<file path="config.mk">
export PLATFORM = sky130hd
export DESIGN_NAME = debug_trace_uart
export DESIGN_NICKNAME = d
export VERILOG_FILES = /design/src/rtl/debug_trace_uart.sv
export SDC_FILE = /design/constraint.sdc
export NUM_CORES = 1
export LEC_CHECK = 0
export CORE_ASPECT_RATIO = 0.75
export CORE_MARGIN = 3
export CORE_UTILIZATION = 40
export CTS_CLUSTER_DIAMETER = 30
export DETAILED_ROUTE_END_ITERATION = 8
export GPL_ROUTABILITY_DRIVEN = 1
export PLACE_DENSITY = 0.57
export SETUP_SLACK_MARGIN = 0.3
export SYNTH_ARGS = -nofsm -noshare
export SYNTH_HDL_FRONTEND = slang
export SYNTH_SLANG_ARGS = --single-unit
</file>
<file path="constraint.sdc">
create_clock -name clk -period 5.2 [get_ports clk]
set_input_delay 1.04 -clock clk [delete_from_list [all_inputs] [get_ports clk]]
set_output_delay 1.04 -clock clk [all_outputs]
set_load 0.02 [all_outputs]
</file>
<file path="src/rtl/debug_trace_uart.sv">
// Debug write tracer: windowed bus writes are queued and sent as 9-byte 8N1 frames (A5, addr, data).
// Write at edge E gives start bit at E+2; captures that find the FIFO full are dropped and counted.
module debug_trace_uart #(
  parameter int unsigned CLK_DIV    = 868,
  parameter int unsigned FIFO_DEPTH = 16,
  parameter logic [31:0] ADDR_LO    = 32'h0000_0000,
  parameter logic [31:0] ADDR_HI    = 32'hFFFF_FFFF
) (
  input  logic        clk,
  input  logic        rst_n,
  input  logic        trace_en,
  input  logic        debug_we,
  input  logic [31:0] debug_addr,
  input  logic [31:0] debug_data,
  output logic        trace_tx,
  output logic        busy,
  output logic        overflow,
  output logic [7:0]  drop_cnt
);
  localparam int unsigned AW = (FIFO_DEPTH > 1) ? $clog2(FIFO_DEPTH) : 1;
  localparam int unsigned CW = AW + 1;
  localparam logic [CW-1:0] DEPTH_C   = CW'(FIFO_DEPTH);
  localparam logic [15:0]   BAUD_LAST = 16'(CLK_DIV - 1);

  typedef enum logic [1:0] {IDLE, START, DATA, STOP} state_t;
  state_t state, state_nxt;

  logic [63:0]   mem [FIFO_DEPTH];
  logic [AW-1:0] wr_ptr, rd_ptr;
  logic [CW-1:0] count;
  logic [32:0]   lo_diff, hi_diff;
  logic          qual, fifo_full, fifo_empty, push, pop;

  logic [71:0] frame;
  logic [7:0]  byte_cur;
  logic [15:0] baud_cnt;
  logic [2:0]  bit_idx;
  logic [3:0]  byte_idx;
  logic        baud_done, tx_nxt, busy_nxt;

  // Window test via 33-bit borrow so the bounds stay inclusive for any parameter values.
  assign lo_diff    = {1'b0, debug_addr} - {1'b0, ADDR_LO};
  assign hi_diff    = {1'b0, ADDR_HI} - {1'b0, debug_addr};
  assign qual       = debug_we && trace_en && !lo_diff[32] && !hi_diff[32];
  assign fifo_full  = (count == DEPTH_C);
  assign fifo_empty = (count == '0);
  assign push       = qual && !fifo_full;
  assign pop        = (state == IDLE) && !fifo_empty;
  assign baud_done  = (baud_cnt == BAUD_LAST);
  assign byte_cur   = frame[71:64];

  always_ff @(posedge clk) begin
    if (push) mem[wr_ptr] <= {debug_addr, debug_data};
  end

  always_ff @(posedge clk or negedge rst_n) begin
    if (!rst_n) begin
      wr_ptr   <= '0;
      rd_ptr   <= '0;
      count    <= '0;
      overflow <= 1'b0;
      drop_cnt <= '0;
    end else begin
      if (push) wr_ptr <= wr_ptr + 1'b1;
      if (pop)  rd_ptr <= rd_ptr + 1'b1;
      case ({push, pop})
        2'b10:   count <= count + 1'b1;
        2'b01:   count <= count - 1'b1;
        default: ;
      endcase
      // Fullness is judged before any same-cycle pop, so a pop does not rescue the entry.
      if (qual && fifo_full) begin
        overflow <= 1'b1;
        if (drop_cnt != 8'hFF) drop_cnt <= drop_cnt + 1'b1;
      end
    end
  end

  always_ff @(posedge clk or negedge rst_n) begin
    if (!rst_n) state <= IDLE;
    else        state <= state_nxt;
  end

  always_comb begin
    state_nxt = state;
    case (state)
      IDLE:    if (!fifo_empty) state_nxt = START;
      START:   if (baud_done) state_nxt = DATA;
      DATA:    if (baud_done && bit_idx == 3'd7) state_nxt = STOP;
      STOP:    if (baud_done) state_nxt = (byte_idx == 4'd8) ? IDLE : START;
      default: state_nxt = IDLE;
    endcase
  end

  // The frame register shifts up one byte per completed byte, so the byte on the wire is always [71:64].
  always_ff @(posedge clk or negedge rst_n) begin
    if (!rst_n) begin
      frame    <= '0;
      baud_cnt <= '0;
      bit_idx  <= '0;
      byte_idx <= '0;
    end else begin
      if (state == IDLE || baud_done) baud_cnt <= '0;
      else                            baud_cnt <= baud_cnt + 1'b1;
      if (pop) begin
        frame    <= {8'hA5, mem[rd_ptr]};
        byte_idx <= '0;
      end
      if (state == START && baud_done) bit_idx <= '0;
      if (state == DATA && baud_done)  bit_idx <= bit_idx + 1'b1;
      if (state == STOP && baud_done && byte_idx != 4'd8) begin
        byte_idx <= byte_idx + 1'b1;
        frame    <= {frame[63:0], 8'h00};
      end
    end
  end

  always_comb begin
    tx_nxt = 1'b1;
    case (state)
      START:   tx_nxt = 1'b0;
      DATA:    tx_nxt = byte_cur[bit_idx];
      default: tx_nxt = 1'b1;
    endcase
    busy_nxt = (state != IDLE) || !fifo_empty;
  end

  // Registered line and busy keep the pin glitch-free and aligned with each other.
  always_ff @(posedge clk or negedge rst_n) begin
    if (!rst_n) begin
      trace_tx <= 1'b1;
      busy     <= 1'b0;
    end else begin
      trace_tx <= tx_nxt;
      busy     <= busy_nxt;
    end
  end
endmodule
</file>
**Word-level counts from Yosys, hierarchy flattened**

Memory sizes are Yosys's and may differ from the RTL's.
Cells that the tools add are included.

- Flip-flop bits (word level): 121
- Memory bits (writable): 1024
- Input bits: 68
- Output and inout bits: 11
- Memories: 1

Memory list:

| memory | words | bits a word | read ports | clocked after memory_dff | write ports | line | RTL |
|---|---|---|---|---|---|---|---|
| mem | 16 | 64 | 1 | 0 | 1 | 28 | `logic [63:0] mem [FIFO_DEPTH];` |

- $add $sub $neg: 9
- Magnitude comparators: 1
- Eq/ne operators: 15
- Multiplexer cells: 19
- Reductions and logical operators: 23

Operators with widths:

| cell | number |
|---|---|
| $mux W72 | 2 |
| $sub A32 B32 Y33 const A | 1 |
| $add A16 B1 Y16 const B | 1 |
| $eq A16 B10 Y1 const B | 1 |
| $mux W16 | 1 |
| $add A4 B1 Y4 const B | 3 |
| $logic_and A1 B1 Y1 | 10 |
| $pmux W5 S2 | 1 |
| $add A8 B1 Y8 const B | 1 |
| $mux W2 | 4 |
| $mux W4 | 2 |
| $ne A2 B2 Y1 const B | 4 |
| $ne A8 B8 Y1 const B | 1 |
| $pmux W2 S4 | 1 |
| $reduce_bool A2 Y1 | 4 |
| $eq A2 B2 Y1 const B | 3 |
| $mux W3 | 2 |
| $add A5 B1 Y5 const B | 1 |
| $eq A5 B5 Y1 const B | 1 |
| $logic_not A5 Y1 | 1 |
| $sub A5 B1 Y5 const B | 1 |
| $eq A2 B1 Y1 const B | 2 |
| $eq A4 B4 Y1 const B | 1 |
| $lt A3 B4 Y1 const B | 1 |
| 11 further kinds | 17 |

**Logic depth before layout (Yosys ltp)**

Gate-level depths: netlist (run 1).

- Word-level depth: 6
- Mapped depth: 15
- Gate-level depth less buffers: 12

**Worst setup path before layout (run 1)**

OpenSTA, ideal clock, no wires.

- Path type: input to register
- From: input port debug_we
- To: memory mem[10][0] (enable)
- Setup time: 0.429 ns
- Arrival time: 3.343 ns
- Data required time: 4.771 ns
- Setup slack: 1.428 ns
- Cell stages on the path: 5
- Cell sequence: and3_1 > clkbuf_1 > inv_1 > nor3b_1 > and2_1

- Longest elaborated chain between the ends: 5

RTL lines:

| item | line | RTL |
|---|---|---|
| start, declared | 12 | `input logic debug_we,` |
| $logic_and A1 B1 Y1 (2 in series) | 44 | `assign qual = debug_we && trace_en && !lo_diff[32] && !hi_diff[32];` |
| $logic_and A1 B1 Y1 | 47 | `assign push = qual && !fifo_full;` |
| $mux W1 | 53 | `if (push) mem[wr_ptr] <= {debug_addr, debug_data};` |
| $mux W1 (not written as such) | 53 |  |
| end, declared | 28 |  |

No other way between the ends.

**Worst setup path in the final report (run 1)**

- From: register count[1]
- To: register count[4]

- Longest elaborated chain between the ends: 5
- Elaborated cells between the ends (all ways): 12
- Those cells by class: 2 x add/sub; 3 x eq/ne; 1 x mux; 6 x reduce/logical

RTL lines:

| item | line | RTL |
|---|---|---|
| start, declared | 30 | `logic [CW-1:0] count;` |
| start signal, assigned | 67 | `2'b10: count <= count + 1'b1;` |
| start signal, assigned | 68 | `2'b01: count <= count - 1'b1;` |
| $eq A5 B5 Y1 or $logic_not A5 Y1 (tied branches) | 45, 46 |  |
| $logic_not A1 Y1 (on tied branches) | 47, 48 |  |
| $logic_and A1 B1 Y1 (on tied branches) | 47, 48 |  |
| $eq A2 B1 Y1 or $eq A2 B2 Y1 (tied branches) | 66 | `case ({push, pop})` |
| $pmux W5 S2 or $reduce_bool A2 Y1 (tied branches) | - |  |

Parallel ways exist; a longest one is shown, timed or not.
A chain may end at the register's enable or synchronous reset.

==> flow_summary.rst, run 1 <==
.. list-table::
   :header-rows: 1

   * - Metric
     - Value
   * - Largest net degree at the start of global routing
     - 94
   * - Die area
     - 113100 µm²
   * - Type of the worst min-delay path
     - in -> async
   * - Least-Margin Pin Slew
     - 1.001 ns
   * - Maximum buffer depth of the clock tree
     - 3
   * - Final-report max-slew violation count
     - 0
   * - Number of DRC markers in iteration 0
     - 2160
   * - Wire length of the first global-routing pass
     - 158700 µm
   * - Overall via count from detail_route
     - 22197
   * - Class of the most critical setup path
     - reg -> reg
   * - Beginning of the worst register-to-register path
     - count[1]
   * - Worst-skew pair later-pin latency
     - 0.79 ns
   * - Final weighted congestion of routability-driven global placement
     - 0.7832
   * - Reg-to-reg slack, setup
     - 1.53 ns
   * - Via count of the first global-routing pass
     - 22881
   * - EDFF count, synth
     - 1024
   * - FFs w/ async S/R, synth
     - 10.57%
   * - Clock transition at path regs
     - 0.04 ns
   * - Count of standard-cell rows
     - 104
   * - Synthesized net count
     - 2217
   * - Combined global-route utilization of all metal layers
     - 19.22%
   * - Fillers
     - 8738
   * - I/O pin cnt
     - 79
   * - Crit path capture type
     - flip-flop
   * - Maximum fanout count along the critical path
     - 10
   * - Number of setup violations in the final report
     - 0
   * - Remaining global-route overflow
     - 0
   * - Area of the placeable core
     - 107700 µm²
   * - Endpoints failing hold
     - 0
   * - Remaining number of nets flagged by the antenna check after routing
     - 0
   * - Detailed placer's ending HPWL
     - 62550 µm
   * - Overall die width
     - 387.4 µm
   * - H-tree Lvls
     - 4
   * - Start point of the critical path
     - count[1]
   * - Synth-to-Final Area Change
     - 20.21%
   * - CP arrival
     - 4.34 ns
   * - Number of antenna violations at the first check in global routing
     - 5
   * - Post-CTS setup repair buffer count
     - 0
   * - Chip Height
     - 292.1 µm
   * - Number of standard cells after synthesis
     - 2130
   * - CTS sink cnt
     - 1145
   * - Data required time of the critical path
     - 5.87 ns
   * - Ratio of total power to cell area
     - 572.0 nW/µm²
   * - Number of cells in the finished layout apart from fillers
     - 3895
   * - Post-Route Setup TNS
     - 0 ns
   * - Pleak
     - 17.21 nW
   * - Final worst-path cycle share
     - 70.49%
   * - Post-layout utilization of the core
     - 48.69%
   * - Normalized max-slew margin
     - 33.05%
   * - Total area of multi-input combinational cells
     - 9369 µm²
   * - Share of the yosys chip area belonging to registers
     - 77.40%
   * - # DRC
     - 0
   * - Main synth FF type
     - sky130_fd_sc_hd__edfxtp_1
   * - Port bufs
     - 78
   * - Via count normalized by instance count
     - 5.699
   * - Register area
     - 33790 µm²
   * - Critical path capture point
     - count[4]
   * - Setup Skew
     - 0.03945 ns
   * - Number of cells upsized or downsized after cts
     - 0
   * - Drt first pass iters
     - 5
   * - Ys Warns
     - 0
   * - Run status
     - finished, final reports clean
   * - Layout cells sized above 1
     - 25.75%
   * - Post-layout power
     - 0.03001 W
   * - Endpoint of the most critical register-to-register path
     - count[4]
   * - Clock tree from TritonCTS
     - yes
   * - Initial standard-cell utilization of the core
     - 40.51%
   * - Min Tclk post-route
     - 3.665 ns
   * - Depth of the most critical reg-to-reg path
     - 12
   * - Maximum clock rate
     - 0.2728 GHz
   * - Total clock buffers created by CTS
     - 177
   * - Maximum vdd drop
     - 0.2737 mV
   * - Flop and latch count out of synthesis
     - 1145
   * - Cell total after placement
     - 3563
   * - Routed wire length per instance
     - 27.70 µm
   * - Root buffer cell
     - sky130_fd_sc_hd__clkbuf_16
   * - Post-synthesis area per instance
     - 20.49 µm²
   * - RSZ-0062 raised after global routing
     - false
   * - Post-Syn Area
     - 43640 µm²
   * - WL final
     - 107900 µm
   * - Setup crit start kind
     - flip-flop
   * - Post-layout nets
     - 2398
   * - Max-cap violations
     - 0
   * - Netlist cell types
     - 49
   * - Hold buffer count at CTS
     - 0
cell usage after synthesis, types with 18 or more instances:
| master | number | area, µm² |
|---|---|---|
| sky130_fd_sc_hd__edfxtp_1 | 1024 | 30750 |
| sky130_fd_sc_hd__nand2_1 | 37 | 138.9 |
| sky130_fd_sc_hd__o22ai_1 | 113 | 706.9 |
| sky130_fd_sc_hd__nor3_1 | 59 | 295.3 |
| sky130_fd_sc_hd__clkbuf_1 | 74 | 277.8 |
| sky130_fd_sc_hd__a21oi_1 | 130 | 650.6 |
| sky130_fd_sc_hd__and2_1 | 18 | 112.6 |
| sky130_fd_sc_hd__nor2_1 | 84 | 315.3 |
| sky130_fd_sc_hd__mux4_2 | 258 | 5811 |
| sky130_fd_sc_hd__buf_2 | 44 | 220.2 |
| sky130_fd_sc_hd__ha_1 | 19 | 237.7 |
| sky130_fd_sc_hd__dfrtp_1 | 120 | 3003 |
kinds of logic after synthesis:
| logic type | after synthesis | synth area share [%] |
|---|---|---|
| compound gates | 285 | 3.822 |
| xor+xnor | 33 | 0.6623 |
| fa+ha+maj | 19 | 0.5447 |
| buf+inv | 133 | 1.290 |
| flops | 1145 | 77.40 |
| mux | 267 | 13.54 |
| simple gates | 248 | 2.744 |
metal layers:
| layer | global-route usage (%) | vias to the layer above | routed length, µm |
|---|---|---|---|
| met5 | 0 | - | 0 |
| met4 | 5.429 | 0 | 2104 |
| met3 | 4.986 | 158 | 9136 |
| met2 | 27.21 | 878 | 47050 |
| met1 | 29.42 | 11929 | 49620 |
| li1 | - | 9232 | - |
worst min-delay path by stage:
| stage | from | to | slack [ns] | cells after the start |
|---|---|---|---|---|
| after floorplan | frame[56] | frame[64] | 0.44 | 2 |
| after global placement | overflow | overflow | 0.45 | 1 |
| after detailed placement | overflow | overflow | 0.46 | 1 |
| after CTS | rst_n | drop_cnt[0] | 0.38 | 1 |
| after global routing | rst_n | baud_cnt[8] | 0.43 | 1 |
| final | rst_n | baud_cnt[8] | 0.36 | 1 |
per-stage QoR:
| step | instance area, µm² | hold slack, ns | setup slack [ns] |
|---|---|---|---|
| 2_1_floorplan | 43640 | 0.4391 | 1.428 |
| 3_3_place_gp | 46380 | 0.4482 | 1.028 |
| 3_5_place_dp | 46380 | 0.4558 | 1.104 |
| 4_1_cts | 52460 | 0.3781 | 1.534 |
| 5_1_grt | 52460 | 0.4252 | 1.250 |
| 6_report | 52460 | 0.3623 | 1.535 |
critical path, cell delays in order, from the launching register on:
cell and delay, ns:
sky130_fd_sc_hd__dfrtp_1 0.47, sky130_fd_sc_hd__nor4_1 0.56, sky130_fd_sc_hd__nand2_1 0.10, sky130_fd_sc_hd__and3_1 0.33
sky130_fd_sc_hd__inv_1 0.28, sky130_fd_sc_hd__ha_1 0.44, sky130_fd_sc_hd__xor2_1 0.18, sky130_fd_sc_hd__ha_1 0.22
sky130_fd_sc_hd__a21boi_0 0.21, sky130_fd_sc_hd__o221ai_1 0.19, sky130_fd_sc_hd__a21o_1 0.23, sky130_fd_sc_hd__a21oi_1 0.21
sky130_fd_sc_hd__xor2_1 0.16
sequential cells by signal (all words and copies together), names as in the netlist:
register and flops:
wr_ptr 4, bit_idx 3, state 2, frame 72, baud_cnt 16, busy 1, mem 1024, trace_tx 1
count 5, byte_idx 4, rd_ptr 4, overflow 1, drop_cnt 8
where the power goes:
part | switching [W] | total, W | internal (W)
Combinational | 0.00382 | 0.00677 | 0.00295
Clock | 0.00445 | 0.0118 | 0.00737
Sequential | 0.000592 | 0.0114 | 0.0108
Total | 0.00886 | 0.0300 | 0.0211
placed cells by master (no fill, tap or decap), drive strengths merged, types with 16 or more instances in the layout:
cell and n:
dfrtp 120, a21oi 130, clkinvlp 27, clkbuf 198, inv 36, bufinv 18
nand2 37, nor2 84, xnor2 17, mux4 258, buf 48, xor2 16
edfxtp 1024, ha 19, and2 18, a22oi 17, nor3 59, o22ai 113
clkdlybuf4s50 77, clkinv 61
layout make-up:
cell class,count,share of cell area (%)
Multi-Input combinational cell,852,17.86
Timing Repair Buffer,125,2.664
Inverter,10,0.07155
Tap cell,1431,3.413
Antenna cell,2,0.009540
Sequential cell,1145,64.40
Clock inverter,132,2.810
Clock buffer,198,8.772
Note: power is estimated with default switching activity, not from simulation.
==> run 2, diff against run 1 <==
Clock period 5.2 ns to 3.84 ns, I/O delays scaled along.
==> flow_summary.rst, run 2 (synthesized netlist as in run 1, its figures left out) <==
.. list-table::
   :header-rows: 1

   * - Metric
     - Value
   * - Clock tree from TritonCTS
     - yes (unchanged)
   * - Post-layout nets
     - 2437 (was 2398)
   * - Ratio of total power to cell area
     - 770.2 nW/µm² (was 572.0 nW/µm²)
   * - Setup crit start kind
     - flip-flop (unchanged)
   * - Initial standard-cell utilization of the core
     - 40.51% (unchanged)
   * - Pleak
     - 17.67 nW (was 17.21 nW)
   * - Count of standard-cell rows
     - 104 (unchanged)
   * - Data required time of the critical path
     - 4.52 ns (was 5.87 ns)
   * - Drt first pass iters
     - 5 (unchanged)
   * - Clock transition at path regs
     - 0.05 ns (was 0.04 ns)
   * - Port bufs
     - 78 (unchanged)
   * - Run status
     - finished, final reports clean (unchanged)
   * - Largest registers
     - mem (1024), frame (72), baud_cnt (16) (unchanged)
   * - Maximum buffer depth of the clock tree
     - 3 (unchanged)
   * - Post-Route Setup TNS
     - 0 ns (unchanged)
   * - Maximum vdd drop
     - 0.5615 mV (was 0.2737 mV)
   * - Number of DRC markers in iteration 0
     - 2167 (was 2160)
   * - Final worst-path cycle share
     - 81.65% (was 70.49%)
   * - Remaining global-route overflow
     - 0 (unchanged)
   * - Type of the worst min-delay path
     - in -> async (unchanged)
   * - Number of flip-flops under the largest register name
     - 1024 (unchanged)
   * - Number of cells upsized or downsized after cts
     - 0 (unchanged)
   * - Layout cells sized above 1
     - 27.26% (was 25.75%)
   * - Final weighted congestion of routability-driven global placement
     - 0.7631 (was 0.7832)
   * - Area of the placeable core
     - 107700 µm² (unchanged)
   * - Class of the most critical setup path
     - reg -> reg (unchanged)
   * - Chip Height
     - 292.1 µm (unchanged)
   * - Max-cap violations
     - 0 (unchanged)
   * - Combined global-route utilization of all metal layers
     - 18.52% (was 19.22%)
   * - Maximum clock rate
     - 0.3190 GHz (was 0.2728 GHz)
   * - Via count of the first global-routing pass
     - 23155 (was 22881)
   * - Post-layout power
     - 0.04113 W (was 0.03001 W)
   * - Wire length of the first global-routing pass
     - 155000 µm (was 158700 µm)
   * - Most frequent cells in the layout
     - sky130_fd_sc_hd__edfxtp_1, sky130_fd_sc_hd__mux4_2, sky130_fd_sc_hd__clkbuf_16 (unchanged)
   * - Routed wire length per instance
     - 26.13 µm (was 27.70 µm)
   * - Maximum fanout count along the critical path
     - 11 (was 10)
   * - Root buffer cell
     - sky130_fd_sc_hd__clkbuf_16 (unchanged)
   * - Largest net degree at the start of global routing
     - 137 (was 94)
   * - Crit path capture type
     - flip-flop (unchanged)
   * - CTS sink cnt
     - 1145 (unchanged)
   * - Post-CTS setup repair buffer count
     - 0 (unchanged)
   * - CP arrival
     - 3.82 ns (was 4.34 ns)
   * - Via count normalized by instance count
     - 5.573 (was 5.699)
   * - Worst-skew pair later-pin latency
     - 0.79 ns (about the same)
   * - Leading cell type in the layout, fill and taps excluded
     - sky130_fd_sc_hd__edfxtp_1 (unchanged)
   * - Normalized max-slew margin
     - 31.82% (was 33.05%)
   * - RSZ-0062 raised after global routing
     - false (unchanged)
   * - Hold buffer count at CTS
     - 0 (unchanged)
   * - H-tree Lvls
     - 4 (unchanged)
   * - Number of antenna violations at the first check in global routing
     - 6 (was 5)
   * - # DRC
     - 0 (unchanged)
   * - Number of setup violations in the final report
     - 0 (unchanged)
   * - Most flop-heavy register
     - mem (unchanged)
   * - Final-report max-slew violation count
     - 0 (unchanged)
   * - Endpoints failing hold
     - 0 (unchanged)
   * - Die area
     - 113100 µm² (unchanged)
   * - Detailed placer's ending HPWL
     - 58290 µm (was 62550 µm)
   * - Overall die width
     - 387.4 µm (unchanged)
   * - Remaining number of nets flagged by the antenna check after routing
     - 0 (unchanged)
   * - Overall via count from detail_route
     - 21985 (was 22197)
   * - I/O pin cnt
     - 79 (unchanged)
   * - Setup Skew
     - 0.05310 ns (was 0.03945 ns)
   * - Synth-to-Final Area Change
     - 22.37% (was 20.21%)
   * - Min Tclk post-route
     - 3.135 ns (was 3.665 ns)
   * - WL final
     - 103100 µm (was 107900 µm)
   * - Total clock buffers created by CTS
     - 180 (was 177)
   * - Least-Margin Pin Slew
     - 1.023 ns (was 1.001 ns)
run 2: cell types whose count changed in the layout (fill, tap and decap cells not counted), sizes merged:
cell	before	now
clkbuf	198	206
inv	36	39
clkinvlp	27	20
bufinv	18	23
clkinv	61	63
diode	2	5
buf	48	84
run 2: routing by layer:
layer  vias to the layer above  wire length, µm  track usage [%]
met3                       153             7237            4.016
met1                     11759            46450            27.37
met4                         2             1901            5.447
met2                       735            47470            27.82
li1                       9336                -                -
met5                         -               15                0
run 2: final cells by class:
type / instances / area (µm²)
fill: 8635 / 54340
sequential: 1145 / 33790
multi-input combinational: 852 / 9369
clock buffer: 206 / 4693
timing repair buffer: 161 / 1993
tap: 1431 / 1790
clock inverter: 135 / 1724
inverter: 10 / 37.54
antenna: 5 / 12.51
run 2: critical path, stage by stage (launching register included):
cell and delay, ns:
sky130_fd_sc_hd__dfrtp_1 0.47, sky130_fd_sc_hd__or4_1 0.63, sky130_fd_sc_hd__o21ai_4 0.20, sky130_fd_sc_hd__inv_2 0.13
sky130_fd_sc_hd__ha_1 0.23, sky130_fd_sc_hd__xor2_1 0.15, sky130_fd_sc_hd__ha_1 0.21, sky130_fd_sc_hd__a21boi_0 0.22
sky130_fd_sc_hd__o221ai_1 0.19, sky130_fd_sc_hd__a21o_1 0.23, sky130_fd_sc_hd__a21oi_1 0.21, sky130_fd_sc_hd__xor2_1 0.16
run 2: path summary, 6_finish.rpt:
path | start | to | slack [ns] | depth (start not counted)
worst max register to register | count[1] | count[4] | 0.70 | 11
max in group asynchronous | rst_n | frame[55] | 2.81 | 2
min in group clk | overflow | overflow | 0.47 | 1
worst max-delay path | count[1] | count[4] | 0.70 | 11
worst min register to register | overflow | overflow | 0.47 | 1
worst min-delay path | rst_n | baud_cnt[8] | 0.11 | 1
run 2: per-stage QoR:
stage          util, %  instance area (µm²)  instances  hold slack [ns]  worst slack [ns]
4_1_cts          49.56                53390       3940          0.09702            0.7425
6_report         49.57                53410       3945           0.1051            0.7048
3_3_place_gp     43.60                46980       3599           0.4478            0.5130
2_1_floorplan        -                43640       2130           0.4391            0.3405
3_5_place_dp     43.60                46980       3599           0.4559            0.4502
5_1_grt          49.56                53390       3940           0.1618            0.5933
run 2: power by group:
part,switching (W),internal [W]
Sequential,0.000720,0.0147
Combinational,0.00486,0.00420
Clock,0.00616,0.0105
Total,0.0117,0.0294
